File: config.mk
export PLATFORM = sky130hd
export DESIGN_NAME = tone_window_scheduler
export DESIGN_NICKNAME = d
export VERILOG_FILES = /design/src/rtl/tone_window_scheduler.sv
export SDC_FILE = /design/constraint.sdc
export NUM_CORES = 1
export LEC_CHECK = 0
export ABC_CLOCK_PERIOD_IN_PS = 12950
export CORE_AREA = 3 3 171 206
export CTS_CLUSTER_DIAMETER = 150
export DETAILED_ROUTE_END_ITERATION = 8
export DIE_AREA = 0 0 174 209
export GPL_TIMING_DRIVEN = 0
export PLACE_DENSITY_LB_ADDON = 0.15
export SYNTH_ARGS = -nofsm -noshare
export SYNTH_HDL_FRONTEND = slang
export SYNTH_SLANG_ARGS = --single-unit
File: constraint.sdc
create_clock -name clk -period 12.95 [get_ports clk]
set_input_delay 1.295 -clock clk [delete_from_list [all_inputs] [get_ports clk]]
set_output_delay 1.295 -clock clk [all_outputs]
set_load 0.05 [all_outputs]
File: src/rtl/tone_window_scheduler.sv
// Tone-window scheduler: counts band-pass comparator edges per measurement window,
// confirms the dominant tone over consecutive windows and arbitrates it against manual pushbuttons.
module tone_window_scheduler #(
    parameter int WINDOW_CYCLES = 50000,
    parameter int CNT_W         = 16,
    parameter int MIN_EDGES     = 10,
    parameter int CONFIRM       = 3
) (
    input  logic       clk,
    input  logic       rst_n,
    input  logic       enable,
    input  logic [4:0] bp,
    input  logic [3:0] pb,
    output logic [2:0] dir,
    output logic       dir_valid,
    output logic       source,
    output logic       window_done
);

    localparam int WC_W = (WINDOW_CYCLES > 1) ? $clog2(WINDOW_CYCLES) : 1;
    localparam int ST_W = $clog2(CONFIRM + 1);

    localparam logic [1:0] S_IDLE    = 2'd0;
    localparam logic [1:0] S_MEASURE = 2'd1;
    localparam logic [1:0] S_EVAL    = 2'd2;

    logic [4:0]       bp_s1, bp_s2, bp_prev;
    logic [3:0]       pb_s1, pb_s2;
    logic [4:0]       bp_edge;

    logic [1:0]       state, state_nx;
    logic [WC_W-1:0]  wcnt;
    logic             last_cycle;
    logic [CNT_W-1:0] cnt [5];

    logic [2:0]       win_code;
    logic [CNT_W-1:0] win_cnt;

    logic [2:0]       cand, cand_nx;
    logic [ST_W-1:0]  streak, streak_nx;
    logic [2:0]       tone_dir, tone_dir_nx;
    logic             tone_valid, tone_valid_nx;

    logic [2:0]       man_code;
    logic             man_active;

    // bp keeps a third stage so rising edges are found on the already-synchronised signal
    always_ff @(posedge clk or negedge rst_n) begin
        if (!rst_n) begin
            bp_s1   <= '0;
            bp_s2   <= '0;
            bp_prev <= '0;
            pb_s1   <= '0;
            pb_s2   <= '0;
        end else begin
            bp_s1   <= bp;
            bp_s2   <= bp_s1;
            bp_prev <= bp_s2;
            pb_s1   <= pb;
            pb_s2   <= pb_s1;
        end
    end

    assign bp_edge    = bp_s2 & ~bp_prev;
    assign last_cycle = (state == S_MEASURE) && (wcnt == WC_W'(WINDOW_CYCLES - 1));

    always_comb begin
        state_nx = state;
        if (!enable) begin
            state_nx = S_IDLE;
        end else begin
            case (state)
                S_IDLE:    state_nx = S_MEASURE;
                S_MEASURE: if (last_cycle) state_nx = S_EVAL;
                S_EVAL:    state_nx = S_MEASURE;
                default:   state_nx = S_IDLE;
            endcase
        end
    end

    always_ff @(posedge clk or negedge rst_n) begin
        if (!rst_n) begin
            state       <= S_IDLE;
            wcnt        <= '0;
            window_done <= 1'b0;
        end else begin
            state       <= state_nx;
            window_done <= enable && last_cycle;
            if (enable && (state == S_MEASURE) && !last_cycle)
                wcnt <= wcnt + 1'b1;
            else
                wcnt <= '0;
        end
    end

    // Counters only run in MEASURE; IDLE, EVAL and a dropped enable all leave them at zero
    always_ff @(posedge clk or negedge rst_n) begin
        if (!rst_n) begin
            for (int i = 0; i < 5; i++)
                cnt[i] <= '0;
        end else begin
            for (int i = 0; i < 5; i++) begin
                if (!enable || (state != S_MEASURE))
                    cnt[i] <= '0;
                else if (bp_edge[i] && (cnt[i] != '1))
                    cnt[i] <= cnt[i] + 1'b1;
            end
        end
    end

    // Strict greater-than keeps the lowest index on ties
    always_comb begin
        win_code = 3'd0;
        win_cnt  = '0;
        for (int i = 0; i < 5; i++) begin
            if ((32'(cnt[i]) >= MIN_EDGES) && ((win_code == 3'd0) || (cnt[i] > win_cnt))) begin
                win_code = 3'(i + 1);
                win_cnt  = cnt[i];
            end
        end
    end

    always_comb begin
        cand_nx       = cand;
        streak_nx     = streak;
        tone_dir_nx   = tone_dir;
        tone_valid_nx = tone_valid;
        if (!enable) begin
            cand_nx       = 3'd0;
            streak_nx     = '0;
            tone_dir_nx   = 3'd0;
            tone_valid_nx = 1'b0;
        end else if (state == S_EVAL) begin
            if (win_code == cand) begin
                if (streak != ST_W'(CONFIRM))
                    streak_nx = streak + 1'b1;
            end else begin
                cand_nx   = win_code;
                streak_nx = ST_W'(1);
            end
            if (streak_nx == ST_W'(CONFIRM)) begin
                tone_dir_nx   = cand_nx;
                tone_valid_nx = 1'b1;
            end
        end
    end

    always_comb begin
        man_code = 3'd0;
        if (pb_s2[0])
            man_code = 3'd1;
        else if (pb_s2[1])
            man_code = 3'd2;
        else if (pb_s2[2])
            man_code = 3'd3;
        else if (pb_s2[3])
            man_code = 3'd4;
    end

    assign man_active = |pb_s2;

    // Outputs use the next tone state so a commit shows up the cycle right after EVAL
    always_ff @(posedge clk or negedge rst_n) begin
        if (!rst_n) begin
            cand       <= 3'd0;
            streak     <= '0;
            tone_dir   <= 3'd0;
            tone_valid <= 1'b0;
            dir        <= 3'd0;
            dir_valid  <= 1'b0;
            source     <= 1'b0;
        end else begin
            cand       <= cand_nx;
            streak     <= streak_nx;
            tone_dir   <= tone_dir_nx;
            tone_valid <= tone_valid_nx;
            source     <= man_active;
            dir_valid  <= man_active | tone_valid_nx;
            if (man_active)
                dir <= man_code;
            else if (tone_valid_nx)
                dir <= tone_dir_nx;
            else
                dir <= 3'd0;
        end
    end

endmodule

# Word level (Yosys, flattened, before mapping)
# Index checks and enable logic that the tools add are counted.
[totals] reg_bits=136 out_inout_bits=6 inputBits=12 wordCells=129
[classes] add_sub_neg=7 n_mux=44 bitwise=3 n_lt_le_gt_ge=9 eq_ne=14 reduce_logical=32
[ops] op="$mux 16" count=15
[ops] op="$add 16x1->16 const B" count=6
[ops] op="$ge 16x4->1 const B" count=5
[ops] op="$ne 16x16->1 const B" count=5
[ops] op="$gt 16x16->1" count=4
[ops] op="$mux 3" count=16
[ops] op="$eq 16x16->1 const B" count=1
[ops] op="$mux 2" count=8
[ops] op="$logic_and 1x1->1" count=13
[ops] op="$logic_not 3->1" count=4
[ops] op="$reduce_bool 2->1" count=5
[ops] op="$and 5x5->5" count=1
[ops] op="$logic_or 1x1->1" count=5
[ops] op="$not 5->5" count=1
[ops] op="$eq 2x2->1 const B" count=2
[ops] op="$mux 1" count=4
[ops] op="$ne 2x1->1 const B" count=2
[ops] op="$pmux 2 s2" count=1
[ops] op="$reduce_or 4->1" count=1
[ops] op="$eq 3x3->1" count=1
[ops] op="$ne 3x3->1 const B" count=1
[ops] op="$add 2x1->2 const B" count=1
[ops] op="$eq 2x1->1 const B" count=1
[ops] op="$logic_not 1->1" count=2
[ops] op="4 further kinds" count=4

# Longest topological paths before layout
# Gate-level depths: netlist of run 1.
[depth] depth_word=28 depth_mapped=46 mapped_depth_nobuf=41

# Worst setup path after synthesis of run 1
# Ideal clock, no wire load.
[synth_timing] path_kind="register to register" startpoint="register cnt[64] (netlist bit)" endpoint="register dir[2]" required_ps=12867 path_stages_with_launch=43 period_less_slack_ps=8949 path_buffers=5 setup_time_ps=83 arrival_ps=8866 path_slack_ps=4001 cell_sequence="dfrtp_1 inv_1 ha_1 o31ai_1 nand4_2 and2_1 ha_1 nor2b_1 o211ai_1 a21o_1 a31o_1 nand2_1 clkbuf_1 a21oi_1 ha_1 nand4_1 or4_1 o21a_1 [... 7 more ...] a31oi_1 a211oi_1 o21ai_1 clkbuf_1 nand2_1 o21a_1 ha_1 nand4_1 nor4_1 nor3_1 o31a_1 o31a_1 a2111oi_0 a211o_1 and3b_1 buf_6 mux2_2 o21ai_0"
[synth_between] elab_chain_len=28 elab_cells_between_ends=40 classes_between="order compare: 5; eq/ne: 2; mux: 21; reduce/logical: 12"
[synth_rtl] element="from (decl)" line="34" text="logic [CNT_W-1:0] cnt [5];"
[synth_rtl] element="from (signal, indexed assignment)" line="106" text="cnt[i] <= cnt[i] + 1'b1;"
[synth_rtl] element="$ge 16x4->1" line="116" text="if ((32'(cnt[i]) >= MIN_EDGES) && ((win_code == 3'd0) || (cnt[i] > win_cnt))) begin"
[synth_rtl] element="$mux 16 or $mux 1 (tied branches)" line="116"
[synth_rtl] element="$gt 16x16->1 or $logic_not 3->1 (tied branches)" line="116"
[synth_rtl] element="$logic_or 1x1->1" line="116"
[synth_rtl] element="$logic_and 1x1->1" line="116"
[synth_rtl] element="$mux 16 or $mux 3 (tied branches)" line="116"
[synth_rtl] element="$gt 16x16->1 or $logic_not 3->1 (tied branches)" line="116"
[synth_rtl] element="$logic_or 1x1->1" line="116"
[synth_rtl] element="[... 12 more ...]"
[synth_rtl] element="$mux 2" line="133" text="end else if (state == S_EVAL) begin"
[synth_rtl] element="$mux 2" line="128" text="if (!enable) begin"
[synth_rtl] element="$eq 2x2->1" line="141" text="if (streak_nx == ST_W'(CONFIRM)) begin"
[synth_rtl] element="$mux 3 or $mux 1 (tied branches)" line="141"
[synth_rtl] element="$mux 3 or $mux 1 (tied branches)" line="133"
[synth_rtl] element="$mux 3 or $mux 1 (tied branches)" line="128"
[synth_rtl] element="$mux 3 (*)" line="181" text="else if (tone_valid_nx)"
[synth_rtl] element="$mux 3 (*)" line="179" text="if (man_active)"
[synth_rtl] element="to (signal assigned)" line="180" text="dir <= man_code;"
[synth_rtl] element="to (signal assigned)" line="182" text="dir <= tone_dir_nx;"
[synth_rtl] element="to (decl)" line="14" text="output logic [2:0] dir,"
# Mark *: on every way between the ends. The rest lies on a longest branch, timed or not. The select of a mux whose other input is x is not followed.
# A chain may end at the register's enable or synchronous reset.

# Final worst setup path of run 1
# Same ends and word-level chain as after synthesis.

==> run summary, run 1 <==
Pre-antenna DRT Iters: 5
Die Y: 209 microns
unrepaired setup endpoints after global routing: false
startpoint types: register
Period minus WS final: 10.84 ns
busiest grt layer: met2
Slowest-stage cell, CP: or4_1
hold slack: 0.345 ns
Final Skew: 0.0104 ns
GRT met3 Usage: 2.29%
syn avg cell area: 8.99 sq um
via count: 6539
asr flop ratio synth: 100%
Setup Fix Bufs, Post-CTS: 0
mean routed wirelength per cell: 15.4 microns
VDD IR max: 65.6 uV
register area share after synthesis: 41.2%
largest cells by area after synthesis: dfrtp_1 (41%), ha_1 (11%), nor2_1 (5.7%)
Post-synth top flop: dfrtp_1
Max Fclk: 92.2 MHz
clk buf depth: 2
Seq pwr share: 43.9%
layout filler cell count: 3574
Hold Buf Count CTS: 0
# diodes: 0
Comb power frac: 4.6%
Num CTS Buffers: 17
Root Buffer: clkbuf_16
Detailed Place HPWL: 16.4 mm
Post-Synthesis Net Count: 1007
Die Wd: 174 microns
met1 GRT Util: 16.3%
Internal Power: 744 uW
cell repeated most along the worst path: ha_1
vias in the first global route: 6549
Final Max Tran Viols: 0
Hold WC Path Type: register to register
Die ar.: 0.0364 sq mm
GRT overflow: 0
Leak: 0.00413 uW
worst-margin pin slew: 0.995 ns
layout cells sized above 1: 5.05%
Resize count post-CTS: 0
# clock sinks: 136
first-pass GRT wire length: 36.1 mm
Seq cells post-synth: 136
setup violators final: 0
Final Hold Viols: 0
Antenna Nets Post-Route: 0
top cell type by total area after synthesis: dfrtp_1
Area growth syn-to-layout: 16.6%
initial antenna violation count: 0
relative slew slack: 33.2%
Reg clk slew, reported paths: 0.07 ns
Gate Count Post-Synth: 920
met2 usage: 21.2%
Initial Util: 24.9%
DR iter-0 viols: 319
Mapped Area: 0.00827 sq mm
row cnt: 73
clock power share: 51.5%
Crit path largest cell delay: 0.59 ns
vias per inst: 4.60
net switching power: 249 uW
Synth warnings: 0
Req. time, crit path: 13.30 ns
CP endpoint kind: register
Pwr per Cell Area: 103 mW/mm^2
Critical Path AT: 11.19 ns
clk_lat worst skew: 0.43 ns
Post-synth EDFFs: 0
Core Area: 0.0332 sq mm
Remaining DRCs: 0
total I/O pin count: 18
htree depth: 4
crit path kind: register to register
total negative slack: 0 ns
post-synthesis cell type count: 57
routability cong.: 0.816
routed wire length: 21.9 mm
Worst Path Max Fanout: 10
largest net degree at the start of global routing: 82
CTS tree: built
status: finished, final reports clean
GRT Util Overall: 12.5%
Yosys top cell area share: 41.2%
I/O Buffers: 17
total of max-cap violations: 0
nets: 1044
final worst-path cycle share: 83.7%
Switching Fraction: 25.0%
## routing by layer
layer / share of wire, % / routed length [microns]
met5: 0 / 0
met4: 1.2 / 273
met3: 2.1 / 462
met2: 49 / 10700
met1: 48 / 10500
## flip-flops by register name (all words and copies together), names as in the netlist, 2 cells and up
signal	cells
cnt	80
bp_s2	5
bp_prev	5
streak	2
cand	3
pb_s1	4
dir	3
state	2
pb_s2	4
wcnt	16
tone_dir	3
bp_s1	5
## kinds of logic after synthesis
| family | share of synthesized area, % |
|---|---|
| mux | 0.878 |
| xor+xnor | 8.47 |
| simple gates | 23.2 |
| flops | 41.2 |
| buf+inv | 3.19 |
| fa+ha+maj | 11.3 |
| compound gates | 11.8 |
## placed cells by master, fill, tap and decap left out, types with 7 or more instances in the layout
master           synthesis  routed
a211oi_1                 9       9
a21oi_1                 57      57
and3_1                  24      24
clkbuf_1                26      26
clkbuf_16                0      17
clkdlybuf4s50_1          0      16
dfrtp_1                136     136
ha_1                    75      75
inv_1                   40      40
nand2_1                 96      96
nand2b_1                 8       8
nand3_1                 36      36
nand4_1                 32      32
nor2_1                 125     125
nor2b_1                  7       7
nor3_1                   9       9
nor4_1                  21      21
o21a_1                  18      18
o21ai_0                 42      42
or3_1                   12      12
xnor2_1                 36      36
xor2_1                  44      44
## metrics by stage
stage               area [sq um]  util, %  cells  total power, uW  setup WS (ns)
floorplan                   8270        -    920              464           4.00
global placement            9000     27.1   1387              491           2.10
detailed placement          9030     27.2   1388              492           2.10
CTS                         9640     29.0   1420             1020           2.07
global route                9640     29.0   1420             1040           1.16
finish                      9640     29.0   1420              992           2.11
## cells in the mapped netlist (all sizes together), types with 2 or more instances
master,n
nor3,10
a211oi,9
and4,7
dfrtp,136
a311oi,3
nor4,21
xor2,44
clkbuf,26
or3,12
nor2,125
a21oi,57
mux2i,5
and3,24
nor2b,7
and2,5
o21ai,44
mux2,2
or4,2
ha,75
o21a,18
o31ai,6
a31oi,2
nand2b,8
nand3,36
a22oi,2
buf,2
o211ai,4
nand4,34
o31a,2
xnor2,36
inv,40
nand2,96
nor3b,2
a21o,4
## path summary, 6_finish.rpt
path | cells after the start | slack [ns] | from | endpoint
hold reg to reg | 0 | 0.35 | bp_s1[1] | bp_s2[1]
hold / removal | 0 | 0.35 | bp_s1[1] | bp_s2[1]
min in group asynchronous | 1 | 0.82 | rst_n | cnt[56]
setup reg to reg | 42 | 2.11 | cnt[64] | dir[2]
setup / recovery | 42 | 2.11 | cnt[64] | dir[2]
max in group asynchronous | 2 | 11.32 | rst_n | cnt[6]
## worst max-delay path: cells and delay by family, from the launching register on
family | cells | cell delay (ns)
mux | 1 | 0.33
buf+inv | 6 | 1.72
compound gates | 17 | 3.89
simple gates | 13 | 2.93
flops | 1 | 0.42
fa+ha+maj | 5 | 1.45
## power by group through the flow
stage / combinational (uW) / clock [uW] / sequential [uW]
floorplan: 18.8 / 0 / 445
global placement: 46.7 / 0 / 444
detailed placement: 47.8 / 0 / 444
CTS: 48.1 / 532 / 436
global route: 51.7 / 548 / 437
finish: 45.3 / 511 / 436
## cell type report
type	count	area, sq um	share of cell area [%]
plain buffers	28	114	1.18
multi-input cells	716	4600	47.7
inverters	40	150	1.56
clock inverters	13	156	1.62
well taps	450	563	5.84
flip-flops and latches	136	3400	35.3
repair buffers	18	199	2.06
clock buffers	19	453	4.70
Note: power is estimated with default switching activity, not from simulation.
==> run 2, diff against run 1 <==
Settings changed: ABC_CLOCK_PERIOD_IN_PS 12950 to 10650.
Clock period 12.95 ns to 10.65 ns, I/O delays scaled along.
==> run 2 against run 1 <==
Sequential cell count unchanged; highest routed layer unchanged; final cell count up 0.14%; critical path depth up 1; combinational power up 22%; fmax up 9.4%; worst setup slack worse by 1.4 ns; power up 22%; clock-buffer cell count unchanged; routed wire length up 0.42%; clock power up 22%; critical path type unchanged; global-route usage about the same.
==> run summary, run 2 (synthesis results as in run 1) <==
Multi-input gate area: 0.00462 sq mm
hold slack: 0.345 ns
startpoint types: register
initial antenna violation count: 0
# clock sinks: 136
worst-margin pin slew: 0.999 ns
Root Buffer: clkbuf_16
Critical R2R Launch: cnt[64]
CTS tree: built
row cnt: 73
min-delay src: bp_s1[1]
clk_lat worst skew: 0.43 ns
Hold WC Path Type: register to register
hold path depth: 0
Max Fclk: 101 MHz
crit path kind: register to register
nets: 1046
Finished Core Util: 29.1%
Crit path largest cell delay: 0.59 ns
Pre-antenna DRT Iters: 5
status: finished, final reports clean
Hold Buf Count CTS: 0
GRT overflow: 0
Final Skew: 0.0115 ns
delay-heaviest family, CP: compound AO/OA/AOI/OAI gates
FF+latch area: 0.00340 sq mm
Max Used Layer: met4
unrepaired setup endpoints after global routing: false
htree depth: 4
reg2reg setup slack: 0.74 ns
Req. time, crit path: 11.00 ns
mean routed wirelength per cell: 15.5 microns
met3 WL: 388 microns
# diodes: 0
Remaining DRCs: 0
layout cells sized above 1: 6.48%
Antenna Nets Post-Route: 0
final worst-path cycle share: 93.1%
Pwr per Cell Area: 125 mW/mm^2
max reg flops: 80
R2R depth: 43
vias per inst: 4.60
Final Max Tran Viols: 0
Reg clk slew, reported paths: 0.07 ns
Initial Util: 24.9%
worst path bufs/invs: 7
via count: 6544
M1 WL: 10.6 mm
biggest regs: cnt (80), wcnt (16)
Critical Path AT: 10.26 ns
Worst Setup SP: cnt[64]
VDD IR max: 79.7 uV
Num CTS Buffers: 17
layout filler cell count: 3570
Detailed Place HPWL: 16.4 mm
most common cell after layout, fill and taps aside: dfrtp_1
CP endpoint kind: register
met2 WL: 10.8 mm
Top reg by flops: cnt
routability cong.: 0.816
total I/O pin count: 18
Slowest-stage cell, CP: or4_1
Leak: 0.00417 uW
Core Area: 0.0332 sq mm
Critical R2R Capture: dir[2]
DR iter-0 viols: 328
relative slew slack: 33.0%
GRT Util Overall: 12.5%
cell repeated most along the worst path: ha_1
Die ar.: 0.0364 sq mm
most frequent cells in the layout: dfrtp_1 (136), nor2_1 (125), nand2_1 (96)
first-pass GRT wire length: 36.1 mm
Die Wd: 174 microns
vias in the first global route: 6558
Final Hold Viols: 0
routed wire length: 22.0 mm
setup violators final: 0
largest net degree at the start of global routing: 82
Worst Path Max Fanout: 10
I/O Buffers: 17
Worst Hold End: bp_s2[1]
Die Y: 209 microns
clk buf depth: 2
Area growth syn-to-layout: 17.2%
total of max-cap violations: 0
Period minus WS final: 9.91 ns
## run 2: worst max path at each step
stage / slack [ns] / endpoint / depth (start not counted)
2_1_floorplan: 1.70 / dir[2] / 42
3_3_place_gp: -0.20 / dir[0] / 42
3_5_place_dp: -0.20 / dir[2] / 40
4_1_cts: 0.04 / dir[2] / 42
5_1_grt: 0.04 / dir[2] / 45
6_report: 0.74 / dir[2] / 43
## run 2: area by class of cell
type                    instances  area share [%]
well taps                     450            5.81
repair buffers                 20            2.21
multi-input cells             716            47.7
flip-flops and latches        136            35.1
clock inverters                13            1.61
inverters                      40            1.55
plain buffers                  28            1.30
clock buffers                  19            4.67
## run 2: metal layers
layer  global-route usage, %  vias to the layer above
li1                        -                     3322
met4                    3.58                        0
met5                       0                        -
met1                    16.3                     3168
met3                    2.29                       13
met2                    21.2                       41
## run 2: repair_timing
item	4_1_cts	5_1_grt
gates resized for setup	3	20
pin swaps	0	1
buffers inserted	0	2
setup endpoints to repair	4	11
cloned	0	0
## run 2: per-stage QoR
| stage | std cells | total power (uW) | setup TNS [ns] | area, sq um | worst slack [ns] |
|---|---|---|---|---|---|
| CTS | 1420 | 1240 | 0 | 9650 | 0.0409 |
| finish | 1422 | 1210 | 0 | 9690 | 0.738 |
| global placement | 1387 | 597 | -0.564 | 9000 | -0.196 |
| detailed placement | 1388 | 598 | -0.451 | 9030 | -0.203 |
| floorplan | 920 | 564 | 0 | 8270 | 1.70 |
| global route | 1422 | 1260 | 0 | 9690 | 0.0388 |
## run 2: report_power, final
group          switching (uW)  leakage [uW]  total (uW)  internal (uW)
Clock                     257      0.000300         622            365
Sequential               5.67       0.00183         530            524
Combinational            40.2       0.00204        55.2           15.1
## run 2: worst reg2reg max path, delay by kind of cell (launching register included)
family / cells / cell delay [ns]
compound gates: 18 / 4.10
fa+ha+maj: 5 / 1.11
buf+inv: 7 / 1.30
flops: 1 / 0.42
mux: 1 / 0.33
simple gates: 12 / 2.58
